==> config.mk <==
export PLATFORM = sky130hd
export DESIGN_NAME = pht_gshare_ctrl
export DESIGN_NICKNAME = d
export VERILOG_FILES = /design/src/rtl/pht_gshare_ctrl.sv
export SDC_FILE = /design/constraint.sdc
export NUM_CORES = 1
export LEC_CHECK = 0
export CORE_AREA = 2 2 75 77
export DETAILED_ROUTE_END_ITERATION = 7
export DIE_AREA = 0 0 77 79
export HOLD_SLACK_MARGIN = 0.06
export PLACE_DENSITY = 0.78
export SETUP_SLACK_MARGIN = 0.05
export SLEW_MARGIN = 30
export SYNTH_ARGS = -nofsm -noshare
export SYNTH_HDL_FRONTEND = slang
export SYNTH_SLANG_ARGS = --single-unit
==> constraint.sdc <==
create_clock -name clock -period 4 [get_ports clock]
set_clock_uncertainty 0.15 [all_clocks]
set_input_delay 1 -clock clock [delete_from_list [all_inputs] [get_ports clock]]
set_output_delay 1 -clock clock [all_outputs]
set_load 0.01 [all_outputs]
==> src/rtl/pht_gshare_ctrl.sv <==
// Gshare PHT sequencer: builds the read index, queues in-flight branches and writes back the PHT; PHT_GSHARE_EN selects gshare, otherwise bimodal.
// Latency: rd_idx/pred_taken same cycle; wb_en/wb_idx/wb_taken/mispredict one cycle after a resolve.
// Backpressure: pred_ready drops while the branch queue is full; resolves are never stalled.

`ifndef GHB_SIZE
`define GHB_SIZE 4
`endif

// In-order queue with a synchronous clear; head entry is visible combinationally.
// Latency: a pushed entry is visible at the head one cycle later.
// Backpressure: wr_rdy low when full; pop only when rd_vld.
module pht_bq_fifo #(
    parameter int WIDTH = 8,
    parameter int DEPTH = 4,
    localparam int PW = (DEPTH > 1) ? $clog2(DEPTH) : 1,
    localparam int CW = $clog2(DEPTH + 1)
) (
    input  logic             clock,
    input  logic             reset,
    input  logic             clr,
    input  logic             wr_vld,
    input  logic [WIDTH-1:0] wr_dat,
    output logic             wr_rdy,
    output logic             rd_vld,
    input  logic             rd_rdy,
    output logic [WIDTH-1:0] rd_dat,
    output logic [CW-1:0]    count
);
    logic [WIDTH-1:0] mem [DEPTH];
    logic [PW-1:0]    wr_ptr;
    logic [PW-1:0]    rd_ptr;
    logic             push;
    logic             pop;

    assign wr_rdy = (count != CW'(DEPTH));
    assign rd_vld = (count != '0);
    assign push   = wr_vld & wr_rdy & ~clr;
    assign pop    = rd_vld & rd_rdy & ~clr;
    assign rd_dat = mem[rd_ptr];

    always_ff @(posedge clock or posedge reset) begin
        if (reset) begin
            wr_ptr <= '0;
            rd_ptr <= '0;
            count  <= '0;
        end else if (clr) begin
            wr_ptr <= '0;
            rd_ptr <= '0;
            count  <= '0;
        end else begin
            if (push) wr_ptr <= wr_ptr + PW'(1);
            if (pop)  rd_ptr <= rd_ptr + PW'(1);
            count <= count + CW'(push) - CW'(pop);
        end
    end

    // Storage carries no reset: entries are only read once the count covers them.
    always_ff @(posedge clock) begin
        if (push) mem[wr_ptr] <= wr_dat;
    end
endmodule

module pht_gshare_ctrl #(
    parameter int GHB_SIZE = `GHB_SIZE,
    parameter int PC_LSB   = 2,
    parameter int BQ_DEPTH = 8,
    localparam int CW = $clog2(BQ_DEPTH + 1)
) (
    input  logic                clock,
    input  logic                reset,
    input  logic                pred_valid,
    input  logic [31:0]         pred_pc,
    output logic                pred_ready,
    input  logic                pht_taken,
    output logic                pred_taken,
    output logic [GHB_SIZE-1:0] rd_idx,
    input  logic                res_valid,
    input  logic                res_taken,
    input  logic                flush,
    output logic [GHB_SIZE-1:0] wb_idx,
    output logic                wb_taken,
    output logic                wb_en,
    output logic                mispredict,
    output logic [CW-1:0]       count
);
`ifdef PHT_GSHARE_EN
    typedef struct packed {
        logic [GHB_SIZE-1:0] ghr_before;
        logic [GHB_SIZE-1:0] idx;
        logic                pred;
    } bq_ent_t;
`else
    typedef struct packed {
        logic [GHB_SIZE-1:0] idx;
        logic                pred;
    } bq_ent_t;
`endif

    bq_ent_t push_ent;
    bq_ent_t head_ent;
    logic    bq_wr_rdy;
    logic    bq_rd_vld;
    logic    accept;
    logic    resolve;
    logic    mis;
    logic    clear;
    logic    unused_pc;

    assign unused_pc  = ^pred_pc;
    assign pred_ready = bq_wr_rdy;
    assign accept     = pred_valid & pred_ready;
    assign pred_taken = pht_taken & accept;
    assign resolve    = res_valid & bq_rd_vld;
    assign mis        = resolve & (res_taken != head_ent.pred);
    // A mispredict squashes younger branches exactly like a flush does.
    assign clear      = flush | mis;

    assign push_ent.idx  = rd_idx;
    assign push_ent.pred = pred_taken;

`ifdef PHT_GSHARE_EN
    logic [GHB_SIZE-1:0] ghr_spec;
    logic [GHB_SIZE-1:0] ghr_arch;
    logic [GHB_SIZE-1:0] ghr_arch_nxt;

    assign rd_idx              = pred_pc[PC_LSB +: GHB_SIZE] ^ ghr_spec;
    assign push_ent.ghr_before = ghr_spec;
    assign ghr_arch_nxt        = resolve ? {ghr_arch[GHB_SIZE-2:0], res_taken} : ghr_arch;

    always_ff @(posedge clock or posedge reset) begin
        if (reset) begin
            ghr_spec <= '0;
            ghr_arch <= '0;
        end else begin
            ghr_arch <= ghr_arch_nxt;
            if (flush)
                ghr_spec <= ghr_arch_nxt;
            else if (mis)
                ghr_spec <= {head_ent.ghr_before[GHB_SIZE-2:0], res_taken};
            else if (accept)
                ghr_spec <= {ghr_spec[GHB_SIZE-2:0], pred_taken};
        end
    end
`else
    assign rd_idx = pred_pc[PC_LSB +: GHB_SIZE];
`endif

    pht_bq_fifo #(
        .WIDTH ($bits(bq_ent_t)),
        .DEPTH (BQ_DEPTH)
    ) u_bq (
        .clock  (clock),
        .reset  (reset),
        .clr    (clear),
        .wr_vld (accept),
        .wr_dat (push_ent),
        .wr_rdy (bq_wr_rdy),
        .rd_vld (bq_rd_vld),
        .rd_rdy (resolve),
        .rd_dat (head_ent),
        .count  (count)
    );

    always_ff @(posedge clock or posedge reset) begin
        if (reset) begin
            wb_en      <= 1'b0;
            wb_idx     <= '0;
            wb_taken   <= 1'b0;
            mispredict <= 1'b0;
        end else begin
            wb_en      <= resolve;
            mispredict <= mis;
            if (resolve) begin
                wb_idx   <= head_ent.idx;
                wb_taken <= res_taken;
            end
        end
    end
endmodule

# == Yosys cells after proc, flatten, opt, wreduce, memory -nomap -nowiden ==
# Memory sizes are Yosys's and may differ from the RTL's.
# Index checks and enable logic that the tools add are counted.
# totals
register_bits,17
latchBits,0
ram_bits,40
romBits,0
inputBits,39
mem_count,1
# classes
add_sub_neg,4
multipliers,0
n_div,0
magnitude_cmp,0
n_eq_ne,2
n_shift,0
mux,7
bitwise_logic,10
reduce_logical,3
# memory_table
memory,depth,width,read_ports,rd_ports_with_merged_regs,wr,line_no,rtl
u_bq.mem,8,5,1,0,1,29,logic [WIDTH-1:0] mem [DEPTH];
# ops
cell,n
2-to-1 mux 3 bit,4
AND 1 bit,8
"adder 3 x 1 -> 3 bit, second input constant",2
adder 4 x 1 -> 4 bit,1
2-to-1 mux 4 bit,1
"!= test 4 bit, second input constant",1
nonzero test 2 bit,2
nonzero test 4 bit,1
subtractor 4 x 1 -> 4 bit,1
2-to-1 mux 1 bit,2
!= test 1 bit,1
NOT 1 bit,1
OR 1 bit,1

# == Depth between registers and ports, before layout ==
# depth
word_depth,9
ltp_mapped,14
ltp_nobuf,13

# == Cells and area by module ==
# Synthesis repeated with hierarchy kept, for this count alone.
# unflattened
hier_cells,160
hier_area_um2,2553.7
# by_module_without_submodules
module,instances,cells_per_inst,area_each_um2
pht_bq_fifo,1,136,2222.1
pht_gshare_ctrl,1,24,331.6

# == Worst setup path before layout ==
# OpenSTA, ideal clock, no wires.
# synth_timing
kind,register -> register
startpoint,reg u_bq.rd_ptr[0]
endpoint,reg u_bq.count[1]
setup_time_ns,0.088
t_arrival_ns,2.802
required_time_ns,3.762
setup_slack_ns,0.959
stages_incl_launch_ff,13
path_cell_list,dfrtp_1 > buf_6 > buf_12 > mux2i_1 > mux4_2 > mux2i_2 > buf_6 > nor3_2 > ha_1 > inv_1 > ha_1 > fa_1 > nor3b_1
# synth_via
elab_chain_len,9
elab_cells_between_ends,10
classes_between,add/sub (2); eq/ne (1); mux (1); bitwise (5); memory (1)
# synth_rtl
item,line_no,rtl
"start, declared",31,logic [PW-1:0] rd_ptr;
"start signal, assigned",52,if (pop) rd_ptr <= rd_ptr + PW'(1);
memory (8 x 5 bit) *,-,
!= test 1 bit *,114,assign mis = resolve & (res_taken != head_ent.pred);
AND 1 bit *,114,
named net mis,105,logic mis;
OR 1 bit *,116,assign clear = flush | mis;
NOT 1 bit,"37, 38",
AND 1 bit,37,assign push = wr_vld & wr_rdy & ~clr;
adder 4 x 1 -> 4 bit,53,count <= count + CW'(push) - CW'(pop);
subtractor 4 x 1 -> 4 bit,53,
2-to-1 mux 4 bit *,46,end else if (clr) begin
"end signal, assigned",53,
"end, declared",27,output logic [CW-1:0] count
# The timed path passes the listed nets; every way through them passes the cells marked *.
# A chain may end at the register's enable or synchronous reset.

# == Worst setup path after layout ==
# layout_timing
startpoint,in pred_valid
endpoint,out pred_taken
# layout_via
elab_chain_len,2
# layout_rtl
item,line_no,rtl
"start, declared",71,"input logic pred_valid,"
AND 1 bit,111,assign accept = pred_valid & pred_ready;
AND 1 bit,112,assign pred_taken = pht_taken & accept;
"end, declared",75,"output logic pred_taken,"
# No other way between the ends.

==> run_results.csv <==
group,metric,value,unit
pwr,internal_power,1.26,mW
synth,synth_area,0.00257,mm^2
finish,design_area,0.00307,mm^2
cts,cts_setup_buffers,0,
pwr,cellPowerDensity,588,mW/mm^2
synth,synth.most_common_cell,"edfxtp_1",
placed_design,place_congestion,0.720,
synth,synthesis.nets,210,
cts,htree_levels,3,
grt,met3_usage,0.0568,
timing,drv_slew,0,
timing,maxSlewHeadroom,0.499,
floorplan,io_pins,56,
timing,setup_violations,0,
route,via_count,1392,
cts,cts_tree,"done",
cts,root_buffer,"clkbuf_8",
synth,synthTopCellsByArea,"edfxtp_1, dfrtp_1, mux4_1",
grt,use_met1,0.200,
timing,tightest_slew,0.749,ns
route,drt.antenna.violating_nets,0,
route,drc,0,
route,drt_wl_total,4.09,mm
cts,ctsResizeCount,0,
synth,synth_largest_area_cell,"edfxtp_1",
synth,ys_ff_latch,57,
critical_path,cp_data_required_time,2.85,ns
finish,area.sequential,0.00163,mm^2
synth,yosysTopAreaCellShare,0.467,
timing,holdWs,0.324,ns
placed_design,dp_hpwl,2.78,mm
cts,clk_latency,0.33,ns
timing,rsz0062_at_grt,"false",
placed_design,io_buffer_count,27,
finish,nNetsFinal,244,
run_status,status,"finished clean",
synth,ys_seq_area_frac,0.632,
grt,grt-ovfl-total,0,
pwr,irDropWorstVdd,277,uV
finish,diodes,0,
pwr,combPwrFrac,0.310,
synth,synthFlopType,"edfxtp_1",
cts,path_clk_slew,0.05,ns
finish,drive_gt1_frac,0.149,
grt,antenna_found_initial,0,
floorplan,die_w,77,um
route,drtPass1Iterations,4,
pwr,p_leak,1.14,nW
finish,syn_to_final_growth,19.2,%
flow_run,maxCapViolCount,0,
synth,async_flop_share,0.298,
cts,cts_buffer_depth,2,
finish,multi_input_comb_area,808,um^2
timing,hold_viol,0,
finish,n_fill_cell,428,
placed_design,dpl_worst_slack,0.470,ns
critical_path,crit_arrival,2.38,ns
timing,fin_tns_setup,0,ns
grt,grt_use_met2,0.242,
synth,synth_cells,162,
synth,synth_common_cells,"edfxtp_1, dfrtp_1, nand2_1, nor3_1, mux2i_1",
grt,grtUsageTotal,0.156,
floorplan,initial_core_util,0.482,
hold_path,hold_class,"reg -> reg",
route,drt-initial-drc-count,59,
floorplan,core,0.00534,mm^2
pwr,total_power,1.80,mW
synth,syn_area_per_cell,15.9,um^2
placed_design,placed_area,0.00290,mm^2
synth,synth_cell_type_count,32,
synth,synth_edf_count,40,
cts,cts_made_buffers,9,
timing,fmax,283,MHz
floorplan,die_area,0.00608,mm^2
grt,grt_pass1_wl,6.89,mm
timing,period_minus_slack,3.53,ns
critical_path,endpoint_kind,"output pin",
critical_path,path_max_fanout,9,
grt,grt_max_degree,21,
grt,grt_pass1_vias,1367,
finish,instances_no_fill,273,
cts,clock-sinks,57,
floorplan,die_y,79,um
critical_path,start_kind,"input port",
timing,setup_ws,0.470,ns
grt,grt-busiest-layer,"met2",
floorplan,rows,27,
placed_design,dp_cells,257,
pwr,switching_share,0.298,
finish,fin_util,0.575,
cts,cts_hold_buf,0,
route,routed_via_density,5.10,
pwr,clkPwrFrac,0.248,
synth,yosys_warnings,0,
pwr,p_sw,538,uW
timing,period_share,0.882,
critical_path,worstSetupPathType,"in -> out",
pwr,p_seq_frac,0.443,
route,avgRoutedWirePerCell,15.0,um
[placed cells by master (no fill, tap or decap), types with 8 or more instances in the layout]
cell type        synthesis  routed
dfrtp_1                 17      17
edfxtp_1                40      40
ha_1                     8       8
nand2_1                 11      11
clkbuf_8                 0      10
buf_4                    4      10
clkdlybuf4s50_1          0      27
mux2i_1                 10      10
nor3_1                  11      11
inv_1                    8       8
mux4_1                   8       8
[final timing paths]
path | startpoint | to | slack (ns) | cells after the start
max | pred_valid | pred_taken | 0.47 | 3
min | wb_idx[1] | wb_idx[1] | 0.32 | 2
max reg2reg | u_bq.rd_ptr[0] | u_bq.count[1] | 0.85 | 8
min reg2reg | wb_idx[1] | wb_idx[1] | 0.32 | 2
max in group asynchronous | reset | wb_idx[1] | 2.37 | 2
min in group asynchronous | reset | wb_en | 0.91 | 2
[kinds of logic (layout without fill, tap and decap cells)]
group / count (synthesis) / after routing / share of synthesized area
compound gates: 6 / 6 / 0.0126
flops: 57 / 57 / 0.632
fa+ha+maj: 9 / 9 / 0.0467
xor+xnor: 6 / 6 / 0.0204
simple gates: 42 / 42 / 0.0997
buf+inv: 22 / 61 / 0.0535
mux: 20 / 20 / 0.135
[registers in the layout, summed over array words and instances (netlist names)]
signal	cells
u_bq.mem	40
u_bq.count	4
wb_idx	4
u_bq.rd_ptr	3
u_bq.wr_ptr	3
mispredict	1
wb_en	1
wb_taken	1
[power groups by stage]
stage | logic, mW | clock network (mW) | registers, mW
2_1_floorplan | 0.429 | 0 | 0.786
3_3_place_gp | 0.551 | 0 | 0.811
3_5_place_dp | 0.564 | 0 | 0.813
4_1_cts | 0.567 | 0.457 | 0.801
5_1_grt | 0.617 | 0.483 | 0.816
6_report | 0.558 | 0.446 | 0.798
[critical path, stage by stage]
cell,delay [ns]
clkdlybuf4s50_1,0.48
and3_1,0.31
clkdlybuf4s50_1,0.59
[area by class of cell]
type / instances / area share
sequential: 57 / 0.530
multi-input combinational: 83 / 0.264
timing repair buffer: 37 / 0.113
clock buffer: 13 / 0.0486
tap: 72 / 0.0294
inverter: 8 / 0.00979
clock inverter: 3 / 0.00571
[per-layer routing]
| layer | wire length, um | vias up | share of wire |
|---|---|---|---|
| met4 | 57 | 0 | 0.014 |
| met3 | 212 | 6 | 0.052 |
| met5 | 0 | - | 0 |
| met2 | 2000 | 32 | 0.49 |
| met1 | 1830 | 675 | 0.45 |
| li1 | - | 679 | - |
Note: power is estimated with default switching activity, not from simulation.
==> RTL edit 1 (same settings) <==
Put a register stage on the output `pred_ready`, without a reset. The value now appears one clock later. The other outputs are not delayed to match.
--- a/src/rtl/pht_gshare_ctrl.sv
+++ b/src/rtl/pht_gshare_ctrl.sv
@@ -83,6 +83,8 @@
     output logic                mispredict,
     output logic [CW-1:0]       count
 );
+
+    logic pred_ready_d;
 `ifdef PHT_GSHARE_EN
     typedef struct packed {
         logic [GHB_SIZE-1:0] ghr_before;
@@ -107,8 +109,8 @@
     logic    unused_pc;
 
     assign unused_pc  = ^pred_pc;
-    assign pred_ready = bq_wr_rdy;
-    assign accept     = pred_valid & pred_ready;
+    assign pred_ready_d = bq_wr_rdy;
+    assign accept     = pred_valid & pred_ready_d;
     assign pred_taken = pht_taken & accept;
     assign resolve    = res_valid & bq_rd_vld;
     assign mis        = resolve & (res_taken != head_ent.pred);
@@ -176,5 +178,9 @@
             end
         end
     end
+    always_ff @(posedge clock) begin
+        pred_ready <= pred_ready_d;
+    end
+
 endmodule
 
Formal check against the unedited RTL: not equivalent (a bounded check fails within 10 cycles, from zero or initial values and one cycle with reset high).
==> RTL edit 1 against the original RTL <==
Final area rose by 1.8%. Total power rose by 8.4%. Count of clock-buffer cells in the layout fell by 3. Sequential power rose by 0.9%. Highest routed layer unchanged. Register-to-register slack improved by 140 ps. Combinational power rose by 4.3%. Critical path depth did not move. Synthesized area rose by 0.78%. Largest power group unchanged. Sequential cell count rose by 1. Worst setup slack got worse by 68 ps. Cell count did not move. Routed wire length rose by 10%. Hold slack got worse by 3.0 ps.
==> RTL edit 1: results (changes against the original RTL) <==
- Register area share after synthesis: 63.51% (was 63.23%)
- Peak supply drop: 0.4357 mV (was 0.2774 mV)
- Final worst slack: 402.1 ps (was 470.2 ps)
- Ys async rst share: 29.31% (was 29.82%)
- Synth unique cells: 33 (was 32)
- Number of fill cells in the layout: 435 (was 428)
- DRT iter0 DRCs: 84 (was 59)
- R2r setup slk: 990 ps (was 850 ps)
- Worst hold path class: register to register (unchanged)
- Leading post-synthesis cells by cell area: edfxtp_1 (46%), dfrtp_1 (16%), mux4_1 (8.1%) (was edfxtp_1 (47%), dfrtp_1 (17%), mux4_1 (8.2%))
- Global-route wire length before repair: 7.051 mm (was 6.893 mm)
- Cell Pwr Density: 625.5 nW/µm² (was 587.5 nW/µm²)
- Pre-CTS setup slack: 408.1 ps (was 469.5 ps)
- CP arrival: 2450 ps (was 2380 ps)
- Gp weighted congestion: 0.8032 (was 0.7199)
- Net Count, Synth: 211 (was 210)
- Pleak: 1.166 nW (was 1.144 nW)
- Syn_area_per_cell: 15.90 µm² (was 15.88 µm²)
- Hold Slack: 321.4 ps (was 324.3 ps)
- Status: finished clean (unchanged)
- Placed cell area: 2913 µm² (was 2900 µm²)
- Crit path max-delay cell type: clkdlybuf4s50_1 (unchanged)
- Dpl hpwl: 3.121 mm (was 2.779 mm)
- Post-DR wirelength/cell: 16.50 µm (was 14.99 µm)
- Vias in the first global route: 1403 (was 1367)
- Top cell type's share of synthesized area: 46.33% (was 46.69%)
- GRT Total Usage: 16.03% (was 15.57%)
- Layout cells sized above 1: 15.42% (was 14.93%)
- Measured slew at the worst slew-check pin: 757.0 ps (was 749.2 ps)
- Final WL: 4.504 mm (was 4.093 mm)
RTL edit 1: final cells by class:
class	count	area share [%]
timing repair buffer	36	10.82
clock inverter	6	2.605
tap	72	2.886
multi-input combinational	83	25.89
sequential	58	52.75
inverter	8	0.9619
clock buffer	10	4.088
RTL edit 1: metal layers:
| layer | vias to the layer above | part of all wire, % | GRT usage, % |
|---|---|---|---|
| li1 | 684 | - | - |
| met5 | - | 0 | 0 |
| met4 | 0 | 2.5 | 8.571 |
| met3 | 10 | 6.3 | 5.341 |
| met1 | 692 | 41 | 19.52 |
| met2 | 47 | 50 | 25.53 |
RTL edit 1: cell families after synthesis:
kind of cell	share of synthesized area, %
AOI/OAI and AO/OA	1.255
DFF	63.51
and+or+nand+nor	9.894
muxes	13.37
adders and majority gates	4.633
xor gates and xnor gates	2.027
buffers and inverters	5.308
RTL edit 1: how the worst min path moves through the flow:
| stage | startpoint | end |
|---|---|---|
| 2_1_floorplan | wb_taken$_DFFE_PP0P_ | wb_taken$_DFFE_PP0P_ |
| 3_3_place_gp | wb_taken$_DFFE_PP0P_ | wb_taken$_DFFE_PP0P_ |
| 3_5_place_dp | wb_taken$_DFFE_PP0P_ | wb_taken$_DFFE_PP0P_ |
| 4_1_cts | wb_taken$_DFFE_PP0P_ | wb_taken$_DFFE_PP0P_ |
| 5_1_grt | wb_idx[3]$_DFFE_PP0P_ | wb_idx[3]$_DFFE_PP0P_ |
| 6_report | wb_taken$_DFFE_PP0P_ | wb_taken$_DFFE_PP0P_ |
RTL edit 1: power breakdown:
group	internal (mW)	switching, mW
clock	0.346	0.220
sequential	0.729	0.0763
combinational	0.311	0.271
total	1.39	0.567
RTL edit 1: critical path: cells and delay by family:
kind	cells	cell delay, ps
AND/OR/NAND/NOR	1	350
buffers and inverters	2	1100
==> RTL edit 2 (same settings) <==
Without the edit above. Add a define of `PHT_GSHARE_EN`.
--- a/src/rtl/pht_gshare_ctrl.sv
+++ b/src/rtl/pht_gshare_ctrl.sv
@@ -1,6 +1,8 @@
 // Gshare PHT sequencer: builds the read index, queues in-flight branches and writes back the PHT; PHT_GSHARE_EN selects gshare, otherwise bimodal.
 // Latency: rd_idx/pred_taken same cycle; wb_en/wb_idx/wb_taken/mispredict one cycle after a resolve.
 // Backpressure: pred_ready drops while the branch queue is full; resolves are never stalled.
+
+`define PHT_GSHARE_EN
 
 `ifndef GHB_SIZE
 `define GHB_SIZE 4
Function: changed (Yosys sat finds a counterexample within 4 cycles, from zero or initial values and one cycle with reset high).
==> RTL edit 2 against the original RTL <==
Synthesized area grew 50%. Routed wire length grew 93%. Sequential share of layout area grew 3.2 points. First-iteration DRC count grew to 4.0 times the old value. Final area grew 48%. Global-route usage grew 13 points. Total power grew 74%. Non-clock buffer count grew 11. Via count grew 59%. Sequential power grew 70%. Die area is the same. Sequential cell count grew 32. Worst setup slack gained 93 ps. Largest cell class unchanged. Largest power group unchanged.
==> RTL edit 2: results (changes against the original RTL) <==
- Status: finished clean (unchanged)
- Worst hold path class: register to register (unchanged)
- DRT iter0 DRCs: 237 (was 59)
- Post-synth top cells: edfxtp_1 (64), dfrtp_1 (25), nand2_1 (12), mux4_2 (11), nor3_1 (10) (was edfxtp_1 (40), dfrtp_1 (17), nand2_1 (11), nor3_1 (11), mux2i_1 (10))
- Largest register by flop count: u_bq.mem (unchanged)
- Leading post-synthesis cells by cell area: edfxtp_1 (50%), dfrtp_1 (16%), mux4_2 (6.4%) (was edfxtp_1 (47%), dfrtp_1 (17%), mux4_1 (8.2%))
- Gp weighted congestion: 0.8710 (was 0.7199)
- Global-route wire length before repair: 12.50 mm (was 6.893 mm)
- Clock-pin slew on the worst setup and hold paths: 80 ps (was 50 ps)
- Total number of vias: 2211 (was 1392)
- Pleak: 1.656 nW (was 1.144 nW)
- Number of flops mapped to enable cells by yosys: 64 (was 40)
- Layout cells sized above 1: 22.22% (was 14.93%)
- Ys async rst share: 28.09% (was 29.82%)
- CP max FO: 3 (was 9)
- Startpoint of the worst hold path: wb_idx[3]$_DFFE_PP0P_ (was wb_idx[1]$_DFFE_PP0P_)
- Largest net degree at the start of global routing: 26 (was 21)
- CTS Buf Count: 9 (unchanged)
- Nets: 331 (was 244)
- Synth unique cells: 43 (was 32)
- Register area share after synthesis: 66.13% (was 63.23%)
- Peak supply drop: 0.4647 mV (was 0.2774 mV)
- Final WL: 7.904 mm (was 4.093 mm)
- Max FFs per register: 64 (was 40)
- Net Count, Synth: 285 (was 210)
- Clock Tree Buf Depth: 2 (unchanged)
- Relative slew slack: 63.64% (was 49.92%)
- Antenna violations before repair: 0 (unchanged)
- CTS-repair resized insts: 0 (unchanged)
- Dpl hpwl: 5.030 mm (was 2.779 mm)
- GRT Total Usage: 29.02% (was 15.57%)
- Number of fill cells in the layout: 273 (was 428)
- Clock Latency Late Sink: 360 ps (was 330 ps)
- CP arrival: 2290 ps (was 2380 ps)
- FF-to-FF Start: u_bq.count[2]$_DFF_PP0_ (was u_bq.rd_ptr[0]$_DFFE_PP0P_)
[RTL edit 2: power breakdown]
group | leakage (nW) | switching (mW) | total [mW] | internal (mW)
combinational | 0.634 | 0.513 | 1.04 | 0.524
clock | 0.121 | 0.323 | 0.739 | 0.415
sequential | 0.900 | 0.136 | 1.36 | 1.22
total | 1.66 | 0.973 | 3.13 | 2.16
[RTL edit 2: layout make-up]
cell class / instances / area, µm² / share of cell area, %
well taps: 72 / 90.09 / 1.990
clock inverters: 7 / 116.4 / 2.570
clock buffers: 9 / 123.9 / 2.736
repair buffers: 48 / 427.9 / 9.450
inverters: 10 / 37.54 / 0.8290
multi-input cells: 125 / 1185 / 26.17
flip-flops and latches: 89 / 2547 / 56.26
[RTL edit 2: worst paths after layout]
check                                              to  slack (ps)  cells after the start
min in group asynchronous     u_bq.count[1]$_DFF_PP0_         840                      2
min                             wb_idx[3]$_DFFE_PP0P_         330                      2
min reg2reg                     wb_idx[3]$_DFFE_PP0P_         330                      2
max in group asynchronous  u_bq.rd_ptr[0]$_DFFE_PP0P_        2510                      2
max                                        pred_taken         560                      3
max reg2reg                   u_bq.count[1]$_DFF_PP0_         890                     13
[RTL edit 2: cell families after synthesis]
family	share of synthesized area (%)
buf+inv	3.118
flops	66.13
simple gates	9.029
compound gates	3.378
mux	12.96
xor+xnor	2.273
fa+ha+maj	3.118
[RTL edit 2: per-layer routing]
layer  share of wire, %  up-vias  wire length, µm  track usage (%)
met2                 50       95             3986            45.79
met3                7.1       15              559            6.136
met5                  0        -                0                0
met1                 40     1099             3199            40.03
met4                2.0        0              159            12.86
li1                   -     1002                -                -
[RTL edit 2: worst max-delay path: cells and delay by family]
family / cells / cell delay, ps
AND/OR/NAND/NOR: 1 / 210
buffers and inverters: 2 / 1070
[RTL edit 2: per-stage QoR]
step / cell area (µm²) / setup slack, ps / util, % / hold slack [ps] / cells
6_report: 4528 / 563.0 / 84.83 / 331.0 / 360
5_1_grt: 4528 / 501.9 / 84.83 / 350.0 / 360
4_1_cts: 4528 / 564.9 / 84.83 / 337.8 / 360
3_5_place_dp: 4288 / 419.9 / 80.33 / 319.3 / 344
3_3_place_gp: 4288 / 423.1 / 80.33 / 309.8 / 344
2_1_floorplan: 3852 / 731.4 / - / 305.5 / 237
